[src/rtl/my_dmaster_if.sv]
// Bus bundle for my_dmaster: Avalon-MM write-master signals plus the byte-input conduit.
// The master modport is the DMA side; the slave modport is the fabric/source side.
interface my_dmaster_if #(
  parameter int unsigned ADDR_W = 16
) ();
  logic [ADDR_W-1:0] avm_m0_address;
  logic              avm_m0_write;
  logic [7:0]        avm_m0_writedata;
  logic              avm_m0_waitrequest;
  logic [7:0]        coe_m0_Din;
  logic              coe_m0_valid;
  logic              coe_m0_ready;
  logic [7:0]        coe_m0_count;
  logic              coe_m0_overflow;

  modport master (
    output avm_m0_address,
    output avm_m0_write,
    output avm_m0_writedata,
    input  avm_m0_waitrequest,
    input  coe_m0_Din,
    input  coe_m0_valid,
    output coe_m0_ready,
    output coe_m0_count,
    output coe_m0_overflow
  );

  modport slave (
    input  avm_m0_address,
    input  avm_m0_write,
    input  avm_m0_writedata,
    output avm_m0_waitrequest,
    output coe_m0_Din,
    output coe_m0_valid,
    input  coe_m0_ready,
    input  coe_m0_count,
    input  coe_m0_overflow
  );
endinterface

[src/rtl/my_dmaster.sv]
// Avalon-MM byte write master: buffers conduit bytes in a small FIFO and writes each one to
// an incrementing, wrapping address window, honouring waitrequest.
module my_dmaster #(
  parameter int unsigned       ADDR_W     = 16,
  parameter logic [ADDR_W-1:0] BASE_ADDR  = '0,
  parameter int unsigned       NUM_WORDS  = 16,
  parameter int unsigned       FIFO_DEPTH = 4
) (
  input logic          csi_clk,
  input logic          rsi_reset,
  my_dmaster_if.master bus
);
  localparam int unsigned OffW = (NUM_WORDS > 1) ? $clog2(NUM_WORDS) : 1;
  localparam int unsigned PtrW = $clog2(FIFO_DEPTH);
  localparam int unsigned OccW = PtrW + 1;
  localparam logic [OffW-1:0] OffLast = OffW'(NUM_WORDS - 1);
  localparam logic [OccW-1:0] OccFull = OccW'(FIFO_DEPTH);

  typedef enum logic {StIdle, StWrite} state_e;

  state_e            state_q, state_d;
  logic [7:0]        mem_q [FIFO_DEPTH];
  logic [PtrW-1:0]   wr_ptr_q, wr_ptr_d, rd_ptr_q, rd_ptr_d;
  logic [OccW-1:0]   occ_q, occ_d;
  logic              write_q, write_d;
  logic [ADDR_W-1:0] addr_q, addr_d;
  logic [7:0]        data_q, data_d;
  logic [OffW-1:0]   offset_q, offset_d, offset_inc;
  logic [7:0]        count_q, count_d;
  logic              ovf_q, ovf_d;
  logic              ready, push, pop;

  // Ready reflects occupancy before the edge, so a full FIFO rejects even on a pop edge.
  assign ready      = (occ_q != OccFull);
  assign push       = bus.coe_m0_valid && ready;
  assign offset_inc = (offset_q == OffLast) ? '0 : offset_q + OffW'(1);

  always_comb begin
    state_d  = state_q;
    write_d  = write_q;
    addr_d   = addr_q;
    data_d   = data_q;
    offset_d = offset_q;
    count_d  = count_q;
    ovf_d    = ovf_q | (bus.coe_m0_valid & ~ready);
    pop      = 1'b0;

    unique case (state_q)
      StIdle: begin
        write_d = 1'b0;
        if (occ_q != '0) begin
          data_d  = mem_q[rd_ptr_q];
          addr_d  = BASE_ADDR + ADDR_W'(offset_q);
          write_d = 1'b1;
          state_d = StWrite;
        end
      end
      StWrite: begin
        if (!bus.avm_m0_waitrequest) begin
          pop      = 1'b1;
          count_d  = count_q + 8'd1;
          offset_d = offset_inc;
          // Next head is either already queued or bypassed from the byte arriving now.
          if (occ_q > OccW'(1) || push) begin
            data_d = (occ_q > OccW'(1)) ? mem_q[rd_ptr_q + PtrW'(1)] : bus.coe_m0_Din;
            addr_d = BASE_ADDR + ADDR_W'(offset_inc);
          end else begin
            write_d = 1'b0;
            state_d = StIdle;
          end
        end
      end
      default: state_d = StIdle;
    endcase

    wr_ptr_d = push ? wr_ptr_q + PtrW'(1) : wr_ptr_q;
    rd_ptr_d = pop ? rd_ptr_q + PtrW'(1) : rd_ptr_q;
    occ_d    = occ_q;
    if (push && !pop) begin
      occ_d = occ_q + OccW'(1);
    end else if (!push && pop) begin
      occ_d = occ_q - OccW'(1);
    end
  end

  always_ff @(posedge csi_clk) begin
    if (push) begin
      mem_q[wr_ptr_q] <= bus.coe_m0_Din;
    end
  end

  always_ff @(posedge csi_clk) begin
    if (rsi_reset) begin
      state_q  <= StIdle;
      wr_ptr_q <= '0;
      rd_ptr_q <= '0;
      occ_q    <= '0;
      write_q  <= 1'b0;
      addr_q   <= BASE_ADDR;
      data_q   <= '0;
      offset_q <= '0;
      count_q  <= '0;
      ovf_q    <= 1'b0;
    end else begin
      state_q  <= state_d;
      wr_ptr_q <= wr_ptr_d;
      rd_ptr_q <= rd_ptr_d;
      occ_q    <= occ_d;
      write_q  <= write_d;
      addr_q   <= addr_d;
      data_q   <= data_d;
      offset_q <= offset_d;
      count_q  <= count_d;
      ovf_q    <= ovf_d;
    end
  end

  assign bus.avm_m0_address   = addr_q;
  assign bus.avm_m0_write     = write_q;
  assign bus.avm_m0_writedata = data_q;
  assign bus.coe_m0_ready     = ready;
  assign bus.coe_m0_count     = count_q;
  assign bus.coe_m0_overflow  = ovf_q;
endmodule
[src/flat_wrapper.sv]
// flat-port wrapper written by rule: the top's interface ports become plain ports
module my_dmaster_flat 
#(
  parameter int unsigned       ADDR_W     = 16,
  parameter logic [ADDR_W-1:0] BASE_ADDR  = '0,
  parameter int unsigned       NUM_WORDS  = 16,
  parameter int unsigned       FIFO_DEPTH = 4
)
  (csi_clk, rsi_reset, bus_avm_m0_address, bus_avm_m0_write, bus_avm_m0_writedata, bus_avm_m0_waitrequest, bus_coe_m0_Din, bus_coe_m0_valid, bus_coe_m0_ready, bus_coe_m0_count, bus_coe_m0_overflow);
  my_dmaster_if #(.ADDR_W(ADDR_W)) bus_i ();
  input logic csi_clk;
  input logic rsi_reset;
  output wire logic [$bits(bus_i.avm_m0_address)-1:0] bus_avm_m0_address;
  output wire logic [$bits(bus_i.avm_m0_write)-1:0] bus_avm_m0_write;
  output wire logic [$bits(bus_i.avm_m0_writedata)-1:0] bus_avm_m0_writedata;
  input wire logic [$bits(bus_i.avm_m0_waitrequest)-1:0] bus_avm_m0_waitrequest;
  input wire logic [$bits(bus_i.coe_m0_Din)-1:0] bus_coe_m0_Din;
  input wire logic [$bits(bus_i.coe_m0_valid)-1:0] bus_coe_m0_valid;
  output wire logic [$bits(bus_i.coe_m0_ready)-1:0] bus_coe_m0_ready;
  output wire logic [$bits(bus_i.coe_m0_count)-1:0] bus_coe_m0_count;
  output wire logic [$bits(bus_i.coe_m0_overflow)-1:0] bus_coe_m0_overflow;
  assign bus_avm_m0_address = bus_i.avm_m0_address;
  assign bus_avm_m0_write = bus_i.avm_m0_write;
  assign bus_avm_m0_writedata = bus_i.avm_m0_writedata;
  assign bus_i.avm_m0_waitrequest = bus_avm_m0_waitrequest;
  assign bus_i.coe_m0_Din = bus_coe_m0_Din;
  assign bus_i.coe_m0_valid = bus_coe_m0_valid;
  assign bus_coe_m0_ready = bus_i.coe_m0_ready;
  assign bus_coe_m0_count = bus_i.coe_m0_count;
  assign bus_coe_m0_overflow = bus_i.coe_m0_overflow;
  my_dmaster #(.ADDR_W(ADDR_W), .BASE_ADDR(BASE_ADDR), .NUM_WORDS(NUM_WORDS), .FIFO_DEPTH(FIFO_DEPTH)) u_core (.csi_clk(csi_clk), .rsi_reset(rsi_reset), .bus(bus_i));
endmodule
[config.mk]
export PLATFORM = sky130hd
export DESIGN_NAME = my_dmaster_flat
export DESIGN_NICKNAME = d
export VERILOG_FILES = /design/src/rtl/my_dmaster_if.sv /design/src/rtl/my_dmaster.sv /design/src/flat_wrapper.sv
export SDC_FILE = /design/constraint.sdc
export NUM_CORES = 1
export LEC_CHECK = 0
export ABC_AREA = 1
export CORE_MARGIN = 10
export CORE_UTILIZATION = 40
export CTS_BUF_LIST = sky130_fd_sc_hd__clkbuf_4 sky130_fd_sc_hd__clkbuf_8 sky130_fd_sc_hd__clkbuf_16
export DETAILED_ROUTE_END_ITERATION = 7
export GPL_TIMING_DRIVEN = 0
export PLACE_DENSITY_LB_ADDON = 0.15
export SETUP_SLACK_MARGIN = 0.2
export SYNTH_ARGS = -nofsm -noshare
export SYNTH_HDL_FRONTEND = slang
export SYNTH_SLANG_ARGS = --single-unit
[constraint.sdc]
create_clock -name csi_clk -period 1.9 [get_ports csi_clk]
set_input_delay 0.38 -clock csi_clk [delete_from_list [all_inputs] [get_ports csi_clk]]
set_output_delay 0.38 -clock csi_clk [all_outputs]
set_load 0.1 [all_outputs]
## Word-level counts from Yosys, hierarchy flattened

Memory sizes are Yosys's and may differ from the RTL's. A register that Yosys moved wholly into a read port is not among the register bits.
Index checks and enable logic that the tools add are counted.

- Add/subtract/negate cells: 6
- Magnitude comparators: 1
- Equality and inequality tests: 6
- Muxes and demuxes: 25
- Bitwise logic cells: 5
- Reduce and logical (&&, ||, !) cells: 11

Operators by type and width:

| cell | count |
|---|---|
| 16-bit 2-to-1 mux | 3 |
| 8-bit 2-to-1 mux | 4 |
| 16-bit case mux with 2 select lines | 1 |
| 8-bit case mux with 2 select lines | 1 |
| 1-bit 2-to-1 mux | 9 |
| 8-bit by 1-bit adder with 8-bit output (second input constant) | 1 |
| 3-bit 2-to-1 mux | 2 |
| 2-bit inequality test (second input constant) | 3 |
| 2-bit by 1-bit adder with 2-bit output (second input constant) | 2 |
| 4-bit by 1-bit adder with 4-bit output (second input constant) | 1 |
| 4-bit equality test (second input constant) | 1 |
| 2-bit 2-to-1 mux | 2 |
| 4-bit 2-to-1 mux | 1 |
| 1-bit case mux with 2 select lines | 2 |
| 2-bit AND reduction | 2 |
| 3-bit by 1-bit adder with 3-bit output (second input constant) | 1 |
| 3-bit by 1-bit greater-than comparator with 1-bit output (second input constant) | 1 |
| 1-bit logical AND | 3 |
| 3-bit inequality test (second input constant) | 1 |
| 1-bit inverter | 3 |
| 3-bit AND reduction | 1 |
| 3-bit nonzero test | 1 |
| 3-bit by 1-bit subtractor with 3-bit output (second input constant) | 1 |
| 1-bit zero test | 2 |
| 5 further kinds | 5 |

- Register bits after elaboration: 46
- Memory bits (writable): 32
- Input port bits: 12
- Output and inout port bits: 35
- Logic and storage cells: 65
- Memories kept: 1

Memories:

| memory | words | bits a word | rd ports | clocked after memory_dff | write ports | line | RTL |
|---|---|---|---|---|---|---|---|
| u_core.mem_q | 4 | 8 | 2 | 1 | 1 | my_dmaster.sv:22 | `logic [7:0] mem_q [FIFO_DEPTH];` |

## Longest topological paths before layout

Gate-level depths: netlist (run 1).

- Word-level depth: 6
- Gate-level depth with buffers: 11
- Mapped depth without buffers: 11

## Worst setup path after synthesis (run 1)

Ideal clock, no wire load.

- Path kind: register to register
- Start: reg u_core.occ_q[0]
- End: reg u_core.occ_q[2]
- Arrival: 2.289 ns
- Data required time: 1.778 ns
- Slack: -0.511 ns
- Cell stages (with the launch flop): 11
- Path buffers: 0
- Cell sequence: dfxtp_1 inv_1 ha_1 nand2_1 nand2_4 inv_1 ha_1 nor2_1 o21ai_0 o21ai_0 a21oi_1

- Word-level cells in the longest chain between the ends: 5
- Elaborated cells between the ends (all ways): 10
- Classes of those cells: add/sub: 2; eq/ne: 1; mux: 2; reduce/logical: 5

Ends and longest elaborated chain:

| element | line | RTL |
|---|---|---|
| from (decl) | my_dmaster.sv:24 | `logic [OccW-1:0] occ_q, occ_d;` |
| from (signal assigned) | my_dmaster.sv:97 | `occ_q <= '0;` |
| from (signal assigned) | my_dmaster.sv:108 | `occ_q <= occ_d;` |
| 3-bit inequality test * | my_dmaster.sv:34 | `assign ready = (occ_q != OccFull);` |
| via bus_coe_m0_ready | flat_wrapper.sv:19 | `output wire logic [$bits(bus_i.coe_m0_ready)-1:0] bus_coe_m0_ready;` |
| 1-bit logical AND * | my_dmaster.sv:35 | `assign push = bus.coe_m0_valid && ready;` |
| via u_core.push | my_dmaster.sv:31 | `logic ready, push, pop;` |
| 1-bit zero test | my_dmaster.sv:81 | `end else if (!push && pop) begin` |
| 1-bit logical AND | my_dmaster.sv:81 |  |
| 2-bit nonzero test (no line) | - |  |

The timed path passes the listed nets; every way through them passes the cells marked *. The select of a mux whose other input is x is not followed.
A chain may end at the register's enable or synchronous reset.

## Worst setup path after layout (run 1)

- Start: reg u_core.count_q[1], in the netlist u_core.bus.coe_m0_count[1]
- End: out bus_coe_m0_count[1]

RTL lines:

| element | line | RTL |
|---|---|---|
| from (decl) | my_dmaster.sv:29 | `logic [7:0] count_q, count_d;` |
| from (signal assigned) | my_dmaster.sv:113 | `count_q <= count_d;` |
| to (decl) | flat_wrapper.sv:20 | `output wire logic [$bits(bus_i.coe_m0_count)-1:0] bus_coe_m0_count;` |

No word-level cell between the ends.

==> results of run 1 <==
-- timing repair --
| action | CTS | global route |
|---|---|---|
| hold buffers | 0 | 0 |
| setup buffers | 2 | 1 |
| setup endpoints to repair | 58 | 33 |
| pin swaps | 2 | 1 |
| gates resized for setup | 82 | 18 |
-- routing by layer --
metal	GRT usage	routed length, um	vias up
li1	-	-	1600
met1	0.180	4140	1414
met2	0.210	3930	98
met3	0.0357	702	9
met4	0.0557	124	0
met5	0	0	-
-- final cells by class --
| class | count | area [sq um] | share of cell area |
|---|---|---|---|
| inverters | 48 | 180 | 0.0405 |
| clock inverters | 2 | 10.0 | 0.00225 |
| well taps | 108 | 135 | 0.0304 |
| repair buffers | 36 | 353 | 0.0793 |
| flip-flops and latches | 68 | 1700 | 0.381 |
| plain buffers | 28 | 195 | 0.0439 |
| multi-input cells | 341 | 1710 | 0.384 |
| clock buffers | 14 | 174 | 0.0391 |
-- placed cells by master (no fill, tap or decap), types with 2 or more instances in the layout --
cell type	count
nand2_1	132
nor2_1	70
inv_1	39
edfxtp_1	32
dfxtp_1	27
a21oi_1	25
nand3_1	24
clkdlybuf4s15_2	17
buf_4	16
o21ai_1	16
o21ai_0	15
buf_2	14
conb_1	12
clkbuf_8	11
inv_2	9
ha_1	9
clkdlybuf4s50_1	9
dfxtp_2	8
nand2_2	5
buf_6	4
nor2_2	4
nand2_4	4
nand3b_1	3
clkbuf_4	3
nand2_8	2
clkbuf_1	2
nor2_4	2
o21a_1	2
xor2_1	2
ha_4	2
clkinv_2	2
-- how the worst max path moves through the flow --
stage,from,to,slack (ns),cells past startpoint
after floorplan,u_core.occ_q[0],u_core.occ_q[2],0.13,10
after global placement,u_core.occ_q[0],bus_coe_m0_ready,-0.44,4
after detailed placement,u_core.occ_q[0],bus_coe_m0_ready,-0.45,4
after CTS,u_core.occ_q[0],u_core.mem_q[0][1],0.08,5
after global routing,u_core.occ_q[0],u_core.occ_q[2],0.17,10
final,u_core.bus.coe_m0_count[1],bus_coe_m0_count[1],0.24,1
-- kinds of logic (layout without fill, tap and decap cells) --
group / after synthesis / after routing / synth area share
multiplexers: 1 / 1 / 0.00274
XOR/XNOR: 3 / 3 / 0.00719
flip-flops: 68 / 68 / 0.460
AND/OR/NAND/NOR: 252 / 252 / 0.298
adder cells (fa/ha/maj): 11 / 11 / 0.0376
buffers and inverters: 76 / 128 / 0.103
AO/OA/AOI/OAI: 62 / 62 / 0.0903
other: 1 / 12 / 0.00103
-- cells in the mapped netlist --
cell type  number
nand2_1       134
nor2_1         74
inv_1          41
dfxtp_1        36
edfxtp_1       32
a21oi_1        25
nand3_1        24
o21ai_0        17
o21ai_1        14
buf_4          13
ha_1           11
buf_2           9
inv_2           7
nand2_2         5
buf_6           4
nand2_4         4
nand3b_1        3
clkbuf_1        2
nor2_4          2
o21a_1          2
xor2_1          2
a211oi_2        1
a21oi_2         1
a31oi_1         1
conb_1          1
mux2i_1         1
nand3_2         1
nand3_4         1
nand4_1         1
nor2_8          1
nor3_1          1
nor3_2          1
o21bai_1        1
xnor2_1         1
-- stage by stage --
step	hold slack, ns	setup slack [ns]	instances
2_1_floorplan	0.479	0.126	485
3_3_place_gp	0.442	-0.439	626
3_5_place_dp	0.454	-0.451	626
4_1_cts	0.357	0.0833	644
5_1_grt	0.366	0.169	645
6_report	0.362	0.239	645
-- state kept, by name (all words and copies together), names as in the netlist, named ones only --
signal / flops
u_core.wr_ptr_q: 2
u_core.bus.coe_m0_overflow: 1
u_core.occ_q: 3
u_core.bus.avm_m0_writedata: 8
u_core.state_q: 1
u_core.bus.coe_m0_count: 8
u_core.bus.avm_m0_write: 1
u_core.offset_q: 4
u_core.rd_ptr_q: 2
u_core.mem_q: 32
u_core.bus.avm_m0_address: 4
-- power by group --
part           leakage [nW]  total (W)  switching, W  internal, W
registers             0.593    0.00201      0.000183      0.00183
clock network         0.101    0.00113      0.000547     0.000586
logic                  1.30    0.00361       0.00256      0.00105
total                  2.00    0.00675       0.00329      0.00346
==> run_results.csv, run 1 <==
group,metric,value,unit
clock_tree,cts_buffers,9,
setup_path,cp.buffers_inverters,1,
worst_hold_path,hp-start,"rsi_reset",
grt,grt_max_degree,12,
yosys,seq_area_frac_synth,0.460,
clock_tree,clockBufferDepth,2,
final_layout,drive_gt1_frac,0.207,
yosys,ys_seq_elements,68,
grt,track_usage,0.137,
yosys,synth_cell_types,34,
run_status,outcome,"finished clean",
die,num_rows,34,
setup_path,crit_family,"buffers and inverters",
die,die_h,116,um
grt,antenna_found_initial,0,
setup_path,r2r_cells,10,
power,pwr_density_cell,1520,nW/um^2
die,start_util,0.415,
place,io_buffers,33,
yosys,synth_area_per_cell,7.71,sq um
sta,worstMarginPinSlew,0.559,ns
place,dpl.hpwl,6360,um
die,die_w,116,um
sta,setup_viol,0,
sta,slew_violations,0,
flow_run,cap_violations,0,
final_layout,design_area,4450,sq um
sta,clock.fmax,0.602,GHz
setup_path,r2r_slack,0.28,ns
setup_path,rr_endpoint,"u_core.bus.avm_m0_writedata[2]",
detailed_routing,wl,8900,um
sta,max_slew_margin,0.629,
yosys,synth_warnings,0,
power,p_total,0.00675,W
sta,finalSetupTns,0,ns
die,die_area,13400,sq um
power,p_leak,2.00,nW
place,place_area,4210,sq um
setup_path,worstPathArrival,1.28,ns
setup_path,end_kind,"primary output",
setup_path,critPathMaxStageDelay,0.57,ns
power,peakVddDrop,0.478,mV
yosys,synth_top_cells_by_area,"edfxtp_1 (26%), dfxtp_1 (20%), nand2_1 (14%)",
die,io_pins,47,
setup_path,path_class,"register to primary output",
detailed_routing,firstDrtPassIters,6,
grt,grt_first_pass_wirelength,14500,um
final_layout,num_antenna_cells,0,
sta,grt_setup_unrepaired,"true",
detailed_routing,drt-initial-drc-count,201,
sta,finClkSkew,0.0126,ns
detailed_routing,via_per_inst,4.84,
setup_path,crit_chain,"clkdlybuf4s15_2",
setup_path,crit_fanout,4,
die,core,8810,sq um
final_layout,nFillCells,869,
final_layout,nets,555,
detailed_routing,drcViolationCount,0,
yosys,synth_top_area_share,0.263,
detailed_routing,vias,3121,
place,place_congestion,0.871,
clock_tree,clkLatencyLatePin,0.35,ns
sta,final.min_clock_period,1.66,ns
sta,min_period_over_period,0.874,
worst_hold_path,min_path_type,"primary input to register",
setup_path,r2r_start,"u_core.occ_q[1]",
yosys,syn_area,3660,sq um
clock_tree,cts-root-buf,"clkbuf_8",
sta,final_hold_viol_count,0,
clock_tree,tritoncts,"yes",
setup_path,cp_slowest_cell,"clkdlybuf4s15_2",
detailed_routing,wl_per_cell,13.8,um
setup_path,cp-start-kind,"register",
clock_tree,cts_sinks,68,
grt,grt-ovfl-total,0,
final_layout,area_growth_syn_to_layout,21.7,%
detailed_routing,postRouteAntennaNets,0,
yosys,syn_inst,474,
setup_path,critPathRequiredTime,1.52,ns
worst_hold_path,min_path_cells,2,
final_layout,fin_util,0.505,
grt,grt_pass1_vias,2987,
yosys,yosys.area.top_type,"edfxtp_1",
clock_tree,clk_pin_slew,0.07,ns
worst_hold_path,min_to,"u_core.occ_q[0]",
clock_tree,htree_levels,3,
Power figures use the tool's default switching activity.
==> inputs of run 2 (changes only) <==
==> constraint.sdc (replaced) <==
create_clock -name csi_clk -period 1.9 [get_ports csi_clk]
set_input_delay 0.38 -clock csi_clk [delete_from_list [all_inputs] [get_ports csi_clk]]
set_output_delay 0.38 -clock csi_clk [all_outputs]
set_load 0.005 [all_outputs]
==> run_results.csv, run 2 (synthesized netlist as in run 1, its figures left out) <==
group,metric,value,unit
detailed_routing,drt-met1-wl,4080,um
grt,grt_first_pass_wirelength,13800,um
final_layout,nets,557,
place,preCtsSetupSlack,-0.430,ns
clock_tree,clkLatencyLatePin,0.34,ns
die,start_util,0.415,
final_layout,largest_reg_flops,32,
detailed_routing,wl_met2,3910,um
grt,antenna_found_initial,0,
sta,min_period_over_period,0.865,
final_layout,final_cells,647,
detailed_routing,postRouteAntennaNets,0,
die,core,8810,sq um
final_layout,design_area,4500,sq um
die,die_h,116,um
clock_tree,cts_sinks,68,
setup_path,cp-start-kind,"register",
final_layout,final_common_cell,"nand2_1",
place,dp.cells,626,
flow_run,cap_violations,0,
detailed_routing,firstDrtPassIters,5,
grt,grt_max_degree,13,
setup_path,crit_chain,"clkdlybuf4s50_1",
final_layout,drive_gt1_frac,0.165,
detailed_routing,drcViolationCount,0,
sta,clock.fmax,0.608,GHz
detailed_routing,vias,3106,
grt,grt_pass1_vias,2872,
clock_tree,clockBufferDepth,2,
power,sw_frac_of_total,0.391,
sta,finClkSkew,0.0110,ns
sta,final_hold_viol_count,0,
sta,setup_viol,0,
sta,grt_setup_unrepaired,"true",
final_layout,nFillCells,866,
die,die_w,116,um
place,io_buffers,33,
sta,worstMarginPinSlew,0.508,ns
power,pwr_density_cell,1330,nW/um^2
power,internal_power,0.00364,W
setup_path,cp_slowest_cell,"clkdlybuf4s50_1",
power,p_leak,2.00,nW
power,power_frac_comb,0.443,
detailed_routing,via_per_inst,4.80,
detailed_routing,wl_per_cell,13.5,um
clock_tree,hold_buffers,0,
detailed_routing,drt-initial-drc-count,195,
place,place_area,4170,sq um
final_layout,area_growth_syn_to_layout,23.0,%
power,seqPwrFrac,0.336,
place,place_congestion,0.864,
setup_path,critPathMaxStageDelay,0.53,ns
setup_path,path_class,"register to primary output",
die,num_rows,34,
setup_path,cp.buffers_inverters,1,
clock_tree,tritoncts,"yes",
worst_hold_path,min_path_type,"primary input to register",
detailed_routing,dr_wl_met3,616,um
sta,slew_violations,0,
power,p_total,0.00598,W
die,die_area,13400,sq um
final_layout,max_flop_register,"u_core.mem_q",
sta,final.min_clock_period,1.64,ns
detailed_routing,highest_layer,"met4",
run_status,outcome,"finished clean",
setup_path,crit_family,"buffers and inverters",
clock_tree,cts_buffers,9,
setup_path,crit_fanout,8,
sta,max_slew_margin,0.661,
sta,hold_slack,0.356,ns
power,power.switching,0.00234,W
setup_path,end_kind,"primary output",
die,io_pins,47,
clock_tree,clk_pin_slew,0.08,ns
grt,track_usage,0.130,
final_layout,layout_common_cells,"nand2_1 (132), nor2_1 (69), inv_1 (39)",
setup_path,worstPathArrival,1.26,ns
clock_tree,htree_levels,3,
clock_tree,cts-root-buf,"clkbuf_8",
grt,grt-ovfl-total,0,
place,dpl.hpwl,6250,um
power,pwr-share-clk,0.222,
sta,setup_ws,0.256,ns
detailed_routing,wl,8720,um
final_layout,num_antenna_cells,0,
setup_path,critPathRequiredTime,1.52,ns
power,peakVddDrop,0.439,mV
-- run 2: cell count changes in the layout (fill, tap and decap cells not counted), sizes merged --
cell / change
clkbuf: -1
clkdlybuf4s15: -16
clkdlybuf4s50: +22
inv: +1
buf: -4
-- run 2: worst paths after layout --
kind / startpoint / end / slack, ns / cells after the start
max reg2reg: u_core.occ_q[0] / u_core.bus.avm_m0_writedata[4] / 0.33 / 11
max: u_core.bus.coe_m0_count[4] / bus_coe_m0_count[4] / 0.26 / 1
min: rsi_reset / u_core.offset_q[0] / 0.36 / 2
min reg2reg: u_core.bus.coe_m0_overflow / u_core.bus.coe_m0_overflow / 0.46 / 2
-- run 2: area by class of cell --
cell class | instances | area (sq um) | area share
plain buffers | 28 | 195 | 0.0434
clock buffers | 13 | 213 | 0.0473
clock inverters | 3 | 20.0 | 0.00445
inverters | 48 | 185 | 0.0412
multi-input cells | 341 | 1690 | 0.375
flip-flops and latches | 68 | 1690 | 0.377
well taps | 108 | 135 | 0.0301
repair buffers | 38 | 367 | 0.0815
-- run 2: what timing repair did --
action                                  CTS  global route
endpoints found under the hold margin     0             0
gates resized for setup                  15            12
endpoints found under the setup margin   43            37
pin swaps                                 2             1
setup buffers                             4             1
-- run 2: power by group through the flow --
| stage | Combinational (W) | Clock, W | Sequential [W] |
|---|---|---|---|
| after floorplan | 0.00177 | 0 | 0.00201 |
| after global placement | 0.00249 | 0 | 0.00201 |
| after detailed placement | 0.00252 | 0 | 0.00202 |
| after CTS | 0.00261 | 0.00135 | 0.00200 |
| after global routing | 0.00298 | 0.00140 | 0.00204 |
| final | 0.00265 | 0.00132 | 0.00201 |
-- run 2: metal layers --
| metal | up-vias | global-route usage |
|---|---|---|
| met5 | - | 0 |
| met4 | 0 | 0.0566 |
| met3 | 11 | 0.0274 |
| met2 | 90 | 0.202 |
| met1 | 1397 | 0.170 |
| li1 | 1608 | - |
-- run 2: stage by stage --
step           TNS [ns]  utilization
4_1_cts               0        0.507
3_5_place_dp      -6.17        0.473
2_1_floorplan         0            -
5_1_grt               0        0.511
3_3_place_gp      -5.17        0.473
6_report              0        0.511
